## src/rtl/seq_shift_unit.sv

```systemverilog
// Multi-cycle shifter for EX: SLL/SRL/SRA/pass one bit (or four) per cycle.
// Define SEQ_SHIFT_FAST_EN to take 4-bit steps while at least 4 remain.
module seq_shift_unit (
    input  logic        clk,
    input  logic        rst_n,
    input  logic        in_valid,
    output logic        in_ready,
    input  logic [31:0] a,
    input  logic [31:0] b,
    input  logic [4:0]  shamt,
    input  logic        alu_src,
    input  logic [1:0]  op_type,
    output logic        out_valid,
    input  logic        out_ready,
    output logic [31:0] r,
    output logic        busy
);

    typedef enum logic [1:0] {
        IDLE  = 2'b00,
        SHIFT = 2'b01,
        DONE  = 2'b10
    } state_t;

    state_t      state_q, state_d;
    logic [31:0] r_q, r_d;
    logic [4:0]  cnt_q, cnt_d;
    logic [1:0]  op_q, op_d;

    logic [4:0]  amt;
    logic [4:0]  step;
    logic [31:0] shifted;
    logic        unused_b;

    assign unused_b = ^b[31:5];

    assign in_ready  = (state_q == IDLE);
    assign out_valid = (state_q == DONE);
    assign busy      = (state_q == SHIFT) || (state_q == DONE);
    assign r         = r_q;

    always_comb begin
        amt = alu_src ? shamt : b[4:0];
        if (op_type == 2'b11) begin
            amt = 5'd0;
        end
    end

`ifdef SEQ_SHIFT_FAST_EN
    logic fast;

    always_comb begin
        fast = (cnt_q >= 5'd4);
        step = fast ? 5'd4 : 5'd1;
        shifted = r_q;
        if (fast) begin
            unique case (op_q)
                2'b00:   shifted = {r_q[27:0], 4'b0};
                2'b01:   shifted = {4'b0, r_q[31:4]};
                2'b10:   shifted = {{4{r_q[31]}}, r_q[31:4]};
                default: shifted = r_q;
            endcase
        end else begin
            unique case (op_q)
                2'b00:   shifted = {r_q[30:0], 1'b0};
                2'b01:   shifted = {1'b0, r_q[31:1]};
                2'b10:   shifted = {r_q[31], r_q[31:1]};
                default: shifted = r_q;
            endcase
        end
    end
`else
    always_comb begin
        step = 5'd1;
        shifted = r_q;
        unique case (op_q)
            2'b00:   shifted = {r_q[30:0], 1'b0};
            2'b01:   shifted = {1'b0, r_q[31:1]};
            2'b10:   shifted = {r_q[31], r_q[31:1]};
            default: shifted = r_q;
        endcase
    end
`endif

    always_comb begin
        state_d = state_q;
        r_d     = r_q;
        cnt_d   = cnt_q;
        op_d    = op_q;
        unique case (state_q)
            IDLE: begin
                if (in_valid) begin
                    r_d     = a;
                    cnt_d   = amt;
                    op_d    = op_type;
                    state_d = (amt != 5'd0) ? SHIFT : DONE;
                end
            end
            SHIFT: begin
                r_d   = shifted;
                cnt_d = cnt_q - step;
                if (cnt_d == 5'd0) begin
                    state_d = DONE;
                end
            end
            DONE: begin
                if (out_ready) begin
                    state_d = IDLE;
                end
            end
            default: state_d = IDLE;
        endcase
    end

    always_ff @(posedge clk) begin
        if (!rst_n) begin
            state_q <= IDLE;
            r_q     <= 32'd0;
            cnt_q   <= 5'd0;
            op_q    <= 2'b00;
        end else begin
            state_q <= state_d;
            r_q     <= r_d;
            cnt_q   <= cnt_d;
            op_q    <= op_d;
        end
    end

endmodule

```

## config.mk

```make
export PLATFORM = sky130hd
export DESIGN_NAME = seq_shift_unit
export DESIGN_NICKNAME = d
export VERILOG_FILES = /design/src/rtl/seq_shift_unit.sv
export SDC_FILE = /design/constraint.sdc
export NUM_CORES = 1
export LEC_CHECK = 0
export ABC_AREA = 1
export CORE_ASPECT_RATIO = 1.75
export CORE_MARGIN = 1.5
export CORE_UTILIZATION = 30
export DETAILED_ROUTE_END_ITERATION = 8
export PLACE_DENSITY = 0.71
export SLEW_MARGIN = 20
export SYNTH_ARGS = -nofsm -noshare
export SYNTH_HDL_FRONTEND = slang
export SYNTH_SLANG_ARGS = --single-unit
```

## constraint.sdc

```tcl
create_clock -name clk -period 1.6 [get_ports clk]
set_clock_uncertainty 0.2 [all_clocks]
set_input_delay 0.48 -clock clk [delete_from_list [all_inputs] [get_ports clk]]
set_output_delay 0.48 -clock clk [all_outputs]
set_load 0.01 [all_outputs]
```

; After elaboration in Yosys (flattened, before gate mapping)
; Index checks and enable logic that the tools add are counted.
; W data, S select, Z words.
[classes]
bitwise_logic = 0
add_sub_neg = 1
eq_ne = 11
mul = 0
n_shift = 0
n_div = 0
n_mux = 12
n_lt_le_gt_ge = 0
reduce_logical = 11
[op_table]
columns = operator, count
row1 = $pmux W32 S3, 1
row2 = $pmux W32 S2, 1
row3 = $mux W32, 1
row4 = $mux W5, 3
row5 = $pmux W5 S2, 1
row6 = $mux W2, 4
row7 = $eq A2 B2 Y1 const B, 3
row8 = $pmux W2 S3, 1
row9 = $reduce_and A3 Y1, 2
row10 = $logic_not A5 Y1, 1
row11 = $reduce_bool A5 Y1, 1
row12 = $sub A5 B1 Y5 const B, 1
row13 = $eq A2 B1 Y1 const B, 2
row14 = $logic_not A2 Y1, 2
row15 = $ne A2 B1 Y1 const B, 2
row16 = $ne A2 B2 Y1 const B, 2
row17 = $ne A4 B1 Y1 const B, 1
row18 = $reduce_and A2 Y1, 2
row19 = $reduce_and A4 Y1, 1
row20 = $ne A3 B1 Y1 const B, 1
row21 = $reduce_bool A2 Y1, 1
row22 = $logic_or A1 B1 Y1, 1
[word_totals]
memories = 0
latchBits = 0
wordCells = 40
mem_bits_ro = 0
mem_bits_rw = 0
ff_bits = 41

; Depth between registers and ports, before layout
[logic_depth]
ltp_word = 6
depth_mapped = 12
mapped_depth_nobuf = 12

; Worst setup path after synthesis
; No wires, ideal clock.
[synth_timing]
path_kind = reg2reg
start = register op_q[0]
end = register r_q[7] (netlist: r[7])
required_time_ns = 1.330
setup_ns = 0.070
path_slack_ns = -0.103
synth_period_minus_slack_ns = 1.703
arrival_ns = 1.433
stages_incl_launch_ff = 9
cell_sequence = dfxtp_1 inv_1 ha_1 inv_2 clkbuf_1 a21oi_1 nand2_1 o21ai_0 a21oi_1
[synth_between]
elab_chain_cells = 3
[synth_rtl]
columns = element, line
row1 = start: declaration, 28  ; logic [1:0] op_q, op_d;
row2 = start signal: assignment, 125  ; op_q <= op_d;
row3 = $eq A2 B2 Y1 (tied with other cells), 76  ; unique case (op_q)
row4 = $pmux W32 S3 / $ne A4 B1 Y1 (equally long branches), -
row5 = $pmux W32 S2 / $reduce_and A3 Y1 (equally long branches), -
row6 = end signal: assignment, 123  ; r_q <= r_d;
row7 = end: declaration, 26  ; logic [31:0] r_q, r_d;
; Several ways; a longest one is shown, not always the timed one.
; A chain may end at the register's enable or synchronous reset.

; Worst setup path in the final report
[layout_timing]
start = register op_q[0]
end = register r_q[1] (netlist: r[1])
; The elaborated chain is that of the path after synthesis.

==> results.ini <==
[outcome]
outcome = complete, but fails checks
violations = negative setup slack

[timing]
max_freq_mhz = 527
hold_viol = 0
fin_hold_ws_ns = 0.308
worstMarginPinSlew_ns = 0.273
slew_headroom = 0.818
setup_violations = 42
period_needed_ns = 1.90
fin_crit_sh = 1.19
drv_slew = 0
layout_setup_ws_ns = -0.297
rsz0062_at_grt = yes

[grt]
grt_first_pass_wirelength_um = 14900
grt_pass1_vias = 3320
grt_usage = 0.212
grt_max_degree = 42
grt_remaining_overflow = 0
grt_antenna_before_repair = 0

[job]
drv_cap = 0

[worst_hold_path]
whs_endpoint = r[31]
hp-start = r[31]
hp-class = flop to flop
hold_depth = 2

[clock_tree]
root_buffer = clkbuf_16
cts_tree = built
htreeDepth = 2
path_clk_slew_ns = 0.06
cts_buffers = 5
clockBufferDepth = 2
clk-insertion-delay-late_ns = 0.29
cts_num_sinks = 41

[layout]
fillers = 658
final_nets = 634
num_antenna_cells = 0
final_util = 0.606
final_cell_mix = nand3_1, nand2_1, buf_4, nor2_1, clkdlybuf4s50_1
areaGrowthSynthToFinish_pct = 94.4
final_common_cell = nand3_1
layout-drive-gt1-share = 0.358

[detailed_routing]
drt_iter0_drc = 166
via_per_inst = 5.31
first_pass_iters = 4
wl_per_cell_um = 15.7
via_count = 3405
route.detailed.drc = 0
drt_wl_total_um = 10100
ant_nets = 0

[setup_path]
cpMaxStageDelayCell = dfxtp_4
cp_top_family = buffers and inverters
critPathKind = flop to flop
crit_top_cell = nor2_1
cp.arrival_ns = 1.88
r2r_start = op_q[0]
path_max_fanout = 9
worst_setup_path_end_kind = flop
r2r_end = r[1]
path_buf_inv = 3
cp_data_required_time_ns = 1.58
r2r_cells = 9
r2r_slack_ns = -0.30
cp_cell_sequence = buf_6 -> ha_4 -> nor2_1 -> nand2_1 -> o21ai_4 -> inv_4 -> bufbuf_16 -> o21ai_1 -> nor2_1
slowest_delay_ns = 0.35
cp-start-kind = flop

[floorplan]
rows = 43
initial_utilization = 0.312
dieWidth_um = 72.0
die_h_um = 124
die_area_mm2 = 0.00890
core_mm2 = 0.00802
top_level_ports = 111

[synthesis]
synth.avg_cell_area_um2 = 6.34
synth_edf_count = 0
synth_ff_type = dfxtp_1
ys_seq_elements = 41
syn-cell-area_mm2 = 0.00250
yosysWarnings = 0
netlist_instances = 394
syn_nets = 478
seq_area_frac_synth = 0.329
async_reset_ff_frac = 0
synth_cell_types = 21

[power]
leakagePower_nw = 2.13
ir_worst_vdd_uv = 853
power_density_mw_per_mm2 = 1990

[placed_design]
port_buffers = 83
dp_hpwl_um = 6190
gp_congestion = 0.845

-- area by class of cell --
class / instances / area (um2) / area share
Timing Repair Buffer: 173 / 1820 / 0.374
Multi-Input combinational cell: 294 / 1780 / 0.366
Sequential cell: 41 / 835 / 0.172
Clock buffer: 7 / 153 / 0.0314
Inverter: 33 / 144 / 0.0296
Tap cell: 90 / 113 / 0.0232
Timing Repair inverter: 2 / 15.0 / 0.00309
Clock inverter: 1 / 5.00 / 0.00103
-- metrics by stage --
step	total power (W)	TNS, ns	setup slack (ns)	std cells	instance area (um2)
floorplan	0.00429	-0.0299	-0.00126	394	2580
global placement	0.00644	-13.53	-0.404	604	3890
detailed placement	0.00654	-14.28	-0.452	604	3890
CTS	0.00859	-6.44	-0.214	625	4450
global route	0.0103	-9.96	-0.383	641	4860
finish	0.00968	-7.37	-0.297	641	4860
-- metal layers --
metal / up-vias / global-route usage / wire length [um] / part of all wire
li1: 1635 / - / - / -
met1: 1617 / 0.220 / 3510 / 0.35
met2: 121 / 0.398 / 5770 / 0.57
met3: 32 / 0.0372 / 406 / 0.040
met4: 0 / 0.107 / 382 / 0.038
met5: - / 0 / 0 / 0
-- worst max path at each step --
stage	from	to	slack, ns	depth (start not counted)
after floorplan	op_q[1]	r[11]	-0.001	9
after global routing	op_q[0]	r[1]	-0.38	9
final	op_q[0]	r[1]	-0.30	9
after CTS	op_q[0]	r[6]	-0.21	10
after global placement	alu_src	state_q[1]	-0.40	9
after detailed placement	alu_src	state_q[1]	-0.45	11
-- registers in the layout, indices dropped and copies added (netlist names) --
register and flops:
cnt_q 5, op_q 2, r 32, state_q 2
-- what timing repair did --
item                       CTS  global route
setup buffers                8            12
setup endpoints to repair   74            69
hold buffers                 0             0
cloned                       5             5
pin swaps                   16            21
resized for setup          118            88
-- where the power goes --
part | switching, W | internal (W)
registers | 0.000328 | 0.00149
logic | 0.00328 | 0.00349
clock network | 0.000421 | 0.000661
total | 0.00403 | 0.00565
-- Yosys cell counts, types with 8 or more instances --
master	n	area share
a21oi_1	21	0.042
buf_2	10	0.020
clkbuf_1	8	0.012
dfxtp_1	41	0.33
ha_1	8	0.040
inv_1	27	0.041
nand2_1	63	0.095
nand3_1	68	0.14
nor2_1	59	0.089
o21ai_0	18	0.036
o21ai_1	37	0.074
-- kinds of logic (layout without fill, tap and decap cells) --
logic type | count (synthesis) | count (layout) | share of synthesized area
simple gates | 196 | 196 | 0.335
compound gates | 90 | 90 | 0.194
buf+inv | 59 | 216 | 0.103
flops | 41 | 41 | 0.329
fa+ha+maj | 8 | 8 | 0.0401
-- worst reg2reg max path: cells and delay by family (launching register included) --
kind / cells / cell delay, ns
AOI/OAI and AO/OA: 2 / 0.34
adders and majority gates: 1 / 0.15
buffers and inverters: 3 / 0.48
DFF: 1 / 0.35
and+or+nand+nor: 3 / 0.27
No activity file was read; power rests on OpenSTA's default activity.
